==> config.mk <==
export PLATFORM = sky130hd
export DESIGN_NAME = quad_decoder_counter
export DESIGN_NICKNAME = d
export VERILOG_FILES = /design/src/rtl/quad_decoder_counter.sv
export SDC_FILE = /design/constraint.sdc
export NUM_CORES = 1
export LEC_CHECK = 0
export CORE_MARGIN = 8
export CORE_UTILIZATION = 25
export CTS_BUF_LIST = sky130_fd_sc_hd__clkbuf_16
export DETAILED_ROUTE_END_ITERATION = 10
export GPL_TIMING_DRIVEN = 0
export PLACE_DENSITY = 0.47
export SLEW_MARGIN = 15
export SYNTH_ARGS = -nofsm -noshare
export SYNTH_HDL_FRONTEND = slang
export SYNTH_SLANG_ARGS = --single-unit
==> constraint.sdc <==
create_clock -name clk -period 2.3 [get_ports clk]
set_input_delay 0.46 -clock clk [delete_from_list [all_inputs] [get_ports clk]]
set_output_delay 0.46 -clock clk [all_outputs]
set_load 0.05 [all_outputs]
==> src/rtl/quad_decoder_counter.sv <==
// Quadrature A/B decoder with synchroniser, warm-up blanking, illegal-transition
// detection and a loadable modulo-2^WIDTH position counter. Optional macro: QUAD_GLITCH_FILTER_EN.
module quad_decoder_counter #(
    parameter int WIDTH       = 8,
    parameter int SYNC_STAGES = 2
) (
    input  logic             clk,
    input  logic             reset_in,
    input  logic             a_in,
    input  logic             b_in,
    input  logic             load_in,
    input  logic [WIDTH-1:0] d_in,
    output logic [WIDTH-1:0] q_out,
    output logic             step_out,
    output logic             dir_out,
    output logic             err_out
);

`ifdef QUAD_GLITCH_FILTER_EN
    localparam int WARM_CYCLES = SYNC_STAGES + 3;
`else
    localparam int WARM_CYCLES = SYNC_STAGES + 1;
`endif
    localparam int WARM_W = $clog2(WARM_CYCLES + 1);

    logic [SYNC_STAGES-1:0][1:0] r_sync;
    logic [1:0]                  r_prev;
    logic [WARM_W-1:0]           r_warm_cnt;
    logic [WIDTH-1:0]            r_q;
    logic                        r_step;
    logic                        r_dir;
    logic                        r_err;

    logic [1:0] w_ab_sync;
    logic [1:0] w_ab_s;
    logic       w_warm;
    logic [1:0] w_pos_prev;
    logic [1:0] w_pos_cur;
    logic [1:0] w_delta;
    logic       w_up;
    logic       w_dn;
    logic       w_bad;

    always_ff @(posedge clk) begin
        if (!reset_in) begin
            r_sync <= '0;
        end else begin
            r_sync <= {r_sync[SYNC_STAGES-2:0], {a_in, b_in}};
        end
    end

    assign w_ab_sync = r_sync[SYNC_STAGES-1];

`ifdef QUAD_GLITCH_FILTER_EN
    // Accept a new value only once three consecutive synchronised samples agree;
    // the decision is combinational so the accepted value is seen on the same edge.
    logic [1:0] r_hist1;
    logic [1:0] r_hist2;
    logic [1:0] r_filt;
    logic       w_stable;

    assign w_stable = (w_ab_sync == r_hist1) && (r_hist1 == r_hist2);
    assign w_ab_s   = w_stable ? w_ab_sync : r_filt;

    always_ff @(posedge clk) begin
        if (!reset_in) begin
            r_hist1 <= 2'b00;
            r_hist2 <= 2'b00;
            r_filt  <= 2'b00;
        end else begin
            r_hist1 <= w_ab_sync;
            r_hist2 <= r_hist1;
            r_filt  <= w_ab_s;
        end
    end
`else
    assign w_ab_s = w_ab_sync;
`endif

    assign w_warm = (r_warm_cnt < WARM_W'(WARM_CYCLES));

    // Gray code to 2-bit position: the step direction is the modulo-4 position difference.
    assign w_pos_prev = {r_prev[1], r_prev[1] ^ r_prev[0]};
    assign w_pos_cur  = {w_ab_s[1], w_ab_s[1] ^ w_ab_s[0]};
    assign w_delta    = w_pos_cur - w_pos_prev;
    assign w_up       = !w_warm && (w_delta == 2'b01);
    assign w_dn       = !w_warm && (w_delta == 2'b11);
    assign w_bad      = !w_warm && (w_delta == 2'b10);

    always_ff @(posedge clk) begin
        if (!reset_in) begin
            r_prev     <= 2'b00;
            r_warm_cnt <= '0;
            r_q        <= '0;
            r_step     <= 1'b0;
            r_dir      <= 1'b0;
            r_err      <= 1'b0;
        end else begin
            r_prev <= w_ab_s;
            r_step <= w_up | w_dn;
            r_err  <= w_bad;
            if (w_warm) begin
                r_warm_cnt <= r_warm_cnt + WARM_W'(1);
            end
            if (w_up | w_dn) begin
                r_dir <= w_up;
            end
            if (load_in) begin
                r_q <= d_in;
            end else if (w_up) begin
                r_q <= r_q + WIDTH'(1);
            end else if (w_dn) begin
                r_q <= r_q - WIDTH'(1);
            end
        end
    end

    assign q_out    = r_q;
    assign step_out = r_step;
    assign dir_out  = r_dir;
    assign err_out  = r_err;

endmodule

==> run_results.csv, run 1 <==
group,metric,value,unit
status,outcome,"finished with violations",
status,violations,"negative setup slack",
clock_network,hold_buffers,0,
setup_path,crit_path_start_kind,"flop",
yosys,synth_top_area_share,36.8,%
sta,fmax,424,MHz
grt,grt_first_pass_wirelength,4330,µm
place,routabilityCongestion,0.718,
grt,grt_antenna_before_repair,0,
setup_path,path_buf_inv,1,
yosys,synthesis.nets,133,
sta,fin_ws,-0.0596,ns
finish,diodes,0,
clock_network,cts.sinks,19,
yosys,ys_warn_count,0,
routing,viasPerCell,4.60,
run,maxCapViolCount,0,
yosys,synth.distinct_cells,34,
sta,setup_viol,3,
sta,maxSlewViolCount,0,
yosys,avgSynthCellArea,9.41,µm²
yosys,yosys-top-cells-count,"19 x dfxtp_1, 9 x and2_1, 9 x ha_1",
setup_path,crit_chain,"xor2_1 > ha_1 > and2b_1 > buf_6 > nand2_8 > fa_2 > a21o_1 > a211oi_2 > o21bai_1 > xnor2_1 > a21oi_1",
finish,nets,170,
floorplan,fp.dieArea,6450,µm²
sta,hold_violations,0,
clock_network,numCtsBuffers,3,
setup_path,critPathSlowestCell,"fa_2",
floorplan,die_h,80.3,µm
grt,grt_overflow,0,
finish,nFillCells,403,
sta,tightest_slew,0.522,ns
yosys,async_flop_share,0,%
clock_network,clock_latency,0.25,ns
grt,grt_pass1_vias,938,
sta,post-route-min-period,2.36,ns
routing,wire_per_inst,13.3,µm
place,place_ws,-0.295,ns
setup_path,worstPathArrival,2.49,ns
setup_path,crit_type,"flop to flop",
floorplan,coreArea,4000,µm²
yosys,synth_area,1030,µm²
yosys,yosys-top-cells-area,"dfxtp_1 37%, ha_1 11%, and2_1 5.4%, xnor2_1 5.1%, a21oi_1 3.9%",
sta,max_slew_margin,65.1,%
pwr,powerDensity,643,nW/µm²
floorplan,initial_utilization,25.9,%
yosys,synthCells,110,
place,dpl.hpwl,1900,µm
setup_path,cp-end-kind,"flop",
pwr,power_leakage,0.603,nW
finish,syn2layout_area_growth,52.0,%
hold_path,hold_class,"flop to flop",
yosys,synth_edf_count,0,
setup_path,critPathMaxFanout,8,
floorplan,die_w,80.3,µm
sta,tns,-0.114,ns
yosys,synth_top_area_cell,"dfxtp_1",
grt,grt_max_degree,12,
routing,drtPass1Iterations,4,
finish,layout-drive-gt1-share,18.5,%
clock_network,path_clk_slew,0.05,ns
setup_path,critPathTopFamily,"adder cells",
routing,final_antenna_net_count,0,
yosys,synthFlopType,"dfxtp_1",
finish,fin_util,39.3,%
pwr,finalPower,1.01,mW
finish,fin_cells,196,
yosys,synth-seq-cells,19,
yosys,ys_seq_area_share,36.8,%
clock_network,clockBufferDepth,2,
routing,vias,901,
routing,drtIter0Drc,23,
sta,fin_skew,0.00138,ns
floorplan,rows,23,
place,dp.cells,183,
sta,period_share,103,%
clock_network,cts_root_buf,"clkbuf_16",
setup_path,critPathRequiredTime,2.43,ns
setup_path,cpPeakStageDelay,0.36,ns
routing,route.detailed.drc,0,
clock_network,htreeDepth,1,
sta,rsz0062_at_grt,"true",
grt,grt_usage,8.58,%
clock_network,cts_tree,"built",
floorplan,io_pins,24,
pwr,peakVddDrop,0.000229,V
routing,wl,2600,µm
yosys,synth.most_common_cell,"dfxtp_1",
place,port_buffers,23,
## final cells by class
class	count	area, µm²	area share [%]
Timing Repair Buffer	32	302	19.2
Sequential cell	19	383	24.3
Multi-Input combinational cell	86	719	45.7
Tap cell	50	62.6	3.98
Inverter	1	3.75	0.239
Clock inverter	1	5.00	0.318
Buffer	4	22.5	1.43
Clock buffer	3	75.1	4.77
## per-stage QoR
stage | hold WS, ns | area (µm²)
floorplan | 0.412 | 1060
global placement | 0.416 | 1350
detailed placement | 0.426 | 1350
CTS | 0.440 | 1530
global route | 0.461 | 1570
finish | 0.434 | 1570
## worst reg2reg max path, cell delays in order, from the launching register on
cell and delay, ns:
dfxtp_2 0.33, xor2_1 0.17, ha_1 0.27, and2b_1 0.21, buf_6 0.11, nand2_8 0.08
fa_2 0.36, a21o_1 0.19, a211oi_2 0.18, o21bai_1 0.10, xnor2_1 0.15, a21oi_1 0.08
## cells in the final DEF (no fill, tap or decap), types with 3 or more instances in the layout
cell             count
xor2_1               3
a21oi_1              7
clkdlybuf4s50_1     23
ha_1                 5
and2_1               9
nor2_1               3
or3_1                3
dfxtp_1             17
o211ai_1             4
nand2_1              7
buf_4                8
clkbuf_16            3
o21ai_1              4
ha_4                 4
clkbuf_1             3
xnor2_1              6
## kinds of logic (layout without fill, tap and decap cells)
| kind of cell | count (synthesis) | after routing | synth area share (%) |
|---|---|---|---|
| xor+xnor | 10 | 10 | 9.79 |
| mux | 2 | 2 | 1.93 |
| compound gates | 30 | 30 | 18.1 |
| buf+inv | 5 | 41 | 2.54 |
| flops | 19 | 19 | 36.8 |
| fa+ha+maj | 10 | 10 | 12.8 |
| simple gates | 34 | 34 | 18.0 |
## routing by layer
layer  routed length (µm)  track usage, %  up-vias
li1                     -               -      459
met1                 1240            10.1      416
met2                 1190            14.3       22
met3                  149            2.46        4
met4                   30            3.27        0
met5                    0               0        -
## what timing repair did
action,CTS,global route
gates resized for setup,7,5
setup endpoints to repair,5,5
pin swaps,14,10
buffers inserted,5,4
## state kept, by name, indices dropped and copies added (netlist names)
name	count
dir_out	1
err_out	1
q_out	8
r_prev	2
r_sync	2
r_warm_cnt	2
step_out	1
w_ab_s	2
## worst paths after layout
check / slack, ns / to / cells past startpoint / start
hold reg to reg: 0.43 / w_ab_s[0] / 1 / r_sync[0]
setup / recovery: -0.06 / q_out[6] / 11 / r_prev[1]
setup reg to reg: -0.06 / q_out[6] / 11 / r_prev[1]
hold / removal: 0.43 / w_ab_s[0] / 1 / r_sync[0]
## power by group
group	internal, mW	switching, mW	leakage [nW]	total (mW)
Clock	0.233	0.124	0.0409	0.357
Sequential	0.353	0.0208	0.157	0.374
Combinational	0.141	0.140	0.405	0.281
(Power assumes the default switching activity.)
==> run 2: changes to the inputs <==
--- a/config.mk
+++ b/config.mk
@@ -9,7 +9,6 @@
 export CORE_UTILIZATION = 25
 export CTS_BUF_LIST = sky130_fd_sc_hd__clkbuf_16
 export DETAILED_ROUTE_END_ITERATION = 10
-export GPL_TIMING_DRIVEN = 0
 export PLACE_DENSITY = 0.47
 export SLEW_MARGIN = 15
 export SYNTH_ARGS = -nofsm -noshare
==> run 2 against run 1 <==
  * The flow still finishes with violations (negative setup slack)
  * Clock-buffer cell count did not move
  * Non-clock buffer count is 3 higher
  * Core utilization rose by 1.6 points
  * Critical path type unchanged
==> run_results.csv, run 2 (synthesized netlist as in run 1, its figures left out) <==
group,metric,value,unit
routing,viasPerCell,4.42,
floorplan,rows,23,
floorplan,io_pins,24,
finish,nets,173,
finish,syn2layout_area_growth,58.3,%
setup_path,critPathRequiredTime,2.45,ns
sta,tns,-0.0254,ns
finish,fin_util,40.9,%
setup_path,crit_path_start_kind,"flop",
sta,hold_violations,0,
clock_network,cts_tree,"built",
setup_path,critPathMaxFanout,5,
clock_network,path_clk_slew,0.06,ns
sta,fin_ws,-0.0152,ns
finish,diodes,0,
status,violations,"negative setup slack",
routing,wire_per_inst,13.2,µm
clock_network,hold_buffers,0,
sta,tightest_slew,0.522,ns
setup_path,crit_type,"flop to flop",
routing,route.detailed.drc,0,
routing,final_antenna_net_count,0,
clock_network,numCtsBuffers,3,
setup_path,cp-end-kind,"flop",
finish,nFillCells,384,
floorplan,fp.dieArea,6450,µm²
grt,grt_first_pass_wirelength,4290,µm
pwr,peakVddDrop,0.000237,V
floorplan,die_w,80.3,µm
routing,drtIter0Drc,19,
setup_path,startpoint,"r_prev[1]",
routing,vias,880,
finish,layout-drive-gt1-share,25.5,%
setup_path,reg2reg_to,"q_out[6]",
sta,max_slew_margin,65.1,%
sta,maxSlewViolCount,0,
sta,post-route-min-period,2.32,ns
clock_network,clockBufferDepth,2,
setup_path,critPathCapture,"q_out[6]",
grt,grt_max_degree,14,
setup_path,r2r_slack,-0.02,ns
finish,final_cell_mix,"23 x clkdlybuf4s50_1, 17 x dfxtp_1, 14 x buf_4, 9 x and2_1",
clock_network,cts.sinks,19,
routing,drtPass1Iterations,4,
finish,largest_reg_flops,8,
grt,grt_usage,8.43,%
hold_path,hold_class,"flop to flop",
sta,fmax,432,MHz
floorplan,die_h,80.3,µm
pwr,power_leakage,0.643,nW
sta,fin_skew,0.00903,ns
place,place_ws,-0.159,ns
place,routabilityCongestion,0.790,
run,maxCapViolCount,0,
clock_network,cts_root_buf,"clkbuf_16",
finish,layout_commonest_cell,"clkdlybuf4s50_1",
grt,grt_pass1_vias,898,
routing,wl,2620,µm
floorplan,initial_utilization,25.9,%
sta,rsz0062_at_grt,"true",
setup_path,worstPathArrival,2.46,ns
setup_path,r2r-start,"r_prev[1]",
pwr,powerDensity,631,nW/µm²
clock_network,clock_latency,0.25,ns
place,port_buffers,23,
grt,grt_overflow,0,
grt,grt_antenna_before_repair,0,
place,dpl.hpwl,1960,µm
sta,period_share,101,%
clock_network,htreeDepth,1,
sta,setup_viol,2,
status,outcome,"finished with violations",
setup_path,r2r_cells,10,
floorplan,coreArea,4000,µm²
run 2: cell types whose count changed in the layout (fill, tap and decap cells not counted), sizes merged:
| cell | delta |
|---|---|
| buf | +6 |
| clkbuf | -3 |
run 2: final cells by class:
cell class / count / area [µm²] / area share (%)
clock buffer: 3 / 75.1 / 4.58
sequential: 19 / 383 / 23.4
inverter: 1 / 3.75 / 0.229
multi-input combinational: 86 / 747 / 45.6
tap: 50 / 62.6 / 3.82
clock inverter: 1 / 5.00 / 0.306
timing repair buffer: 39 / 362 / 22.1
run 2: how the worst min path moves through the flow:
stage	start	end	slack, ns	cells after the start
after global routing	r_sync[0]	w_ab_s[0]	0.46	1
after global placement	r_sync[1]	w_ab_s[1]	0.41	1
after detailed placement	r_sync[0]	w_ab_s[0]	0.42	1
after floorplan	r_sync[0]	w_ab_s[0]	0.41	1
after CTS	r_sync[0]	w_ab_s[0]	0.43	1
final	r_sync[1]	w_ab_s[1]	0.43	1
run 2: critical path, cell delays in order, from the launching register on:
cell and delay [ns]:
dfxtp_2 0.32, xor2_1 0.15, ha_1 0.31, and2b_2 0.28, nand2_8 0.09, fa_2 0.34, a21o_1 0.19, a211oi_2 0.19
o21bai_1 0.10, xnor2_1 0.15, a21oi_1 0.08
run 2: stage by stage:
| stage | hold WS, ns | power [mW] | instance area (µm²) | instances |
|---|---|---|---|---|
| floorplan | 0.412 | 0.547 | 1060 | 110 |
| finish | 0.430 | 1.03 | 1640 | 199 |
| detailed placement | 0.421 | 0.641 | 1440 | 194 |
| CTS | 0.434 | 1.03 | 1580 | 199 |
| global placement | 0.413 | 0.637 | 1440 | 194 |
| global route | 0.460 | 1.09 | 1640 | 199 |
run 2: routing by layer:
layer | share of wire [%] | global-route usage [%]
met5 | 0 | 0
met4 | 0.61 | 3.27
met3 | 5.1 | 2.46
met2 | 46 | 13.2
met1 | 49 | 10.6
run 2: where the power goes:
part | switching (mW) | leakage [nW] | internal, mW
logic | 0.142 | 0.445 | 0.152
clock network | 0.133 | 0.0409 | 0.233
registers | 0.0203 | 0.157 | 0.353
run 2: repair_timing:
action	in CTS	in global routing
pin swaps	11	15
setup endpoints to repair	4	5
gates resized for setup	8	10
endpoints found under the hold margin	0	0
setup buffers	1	1
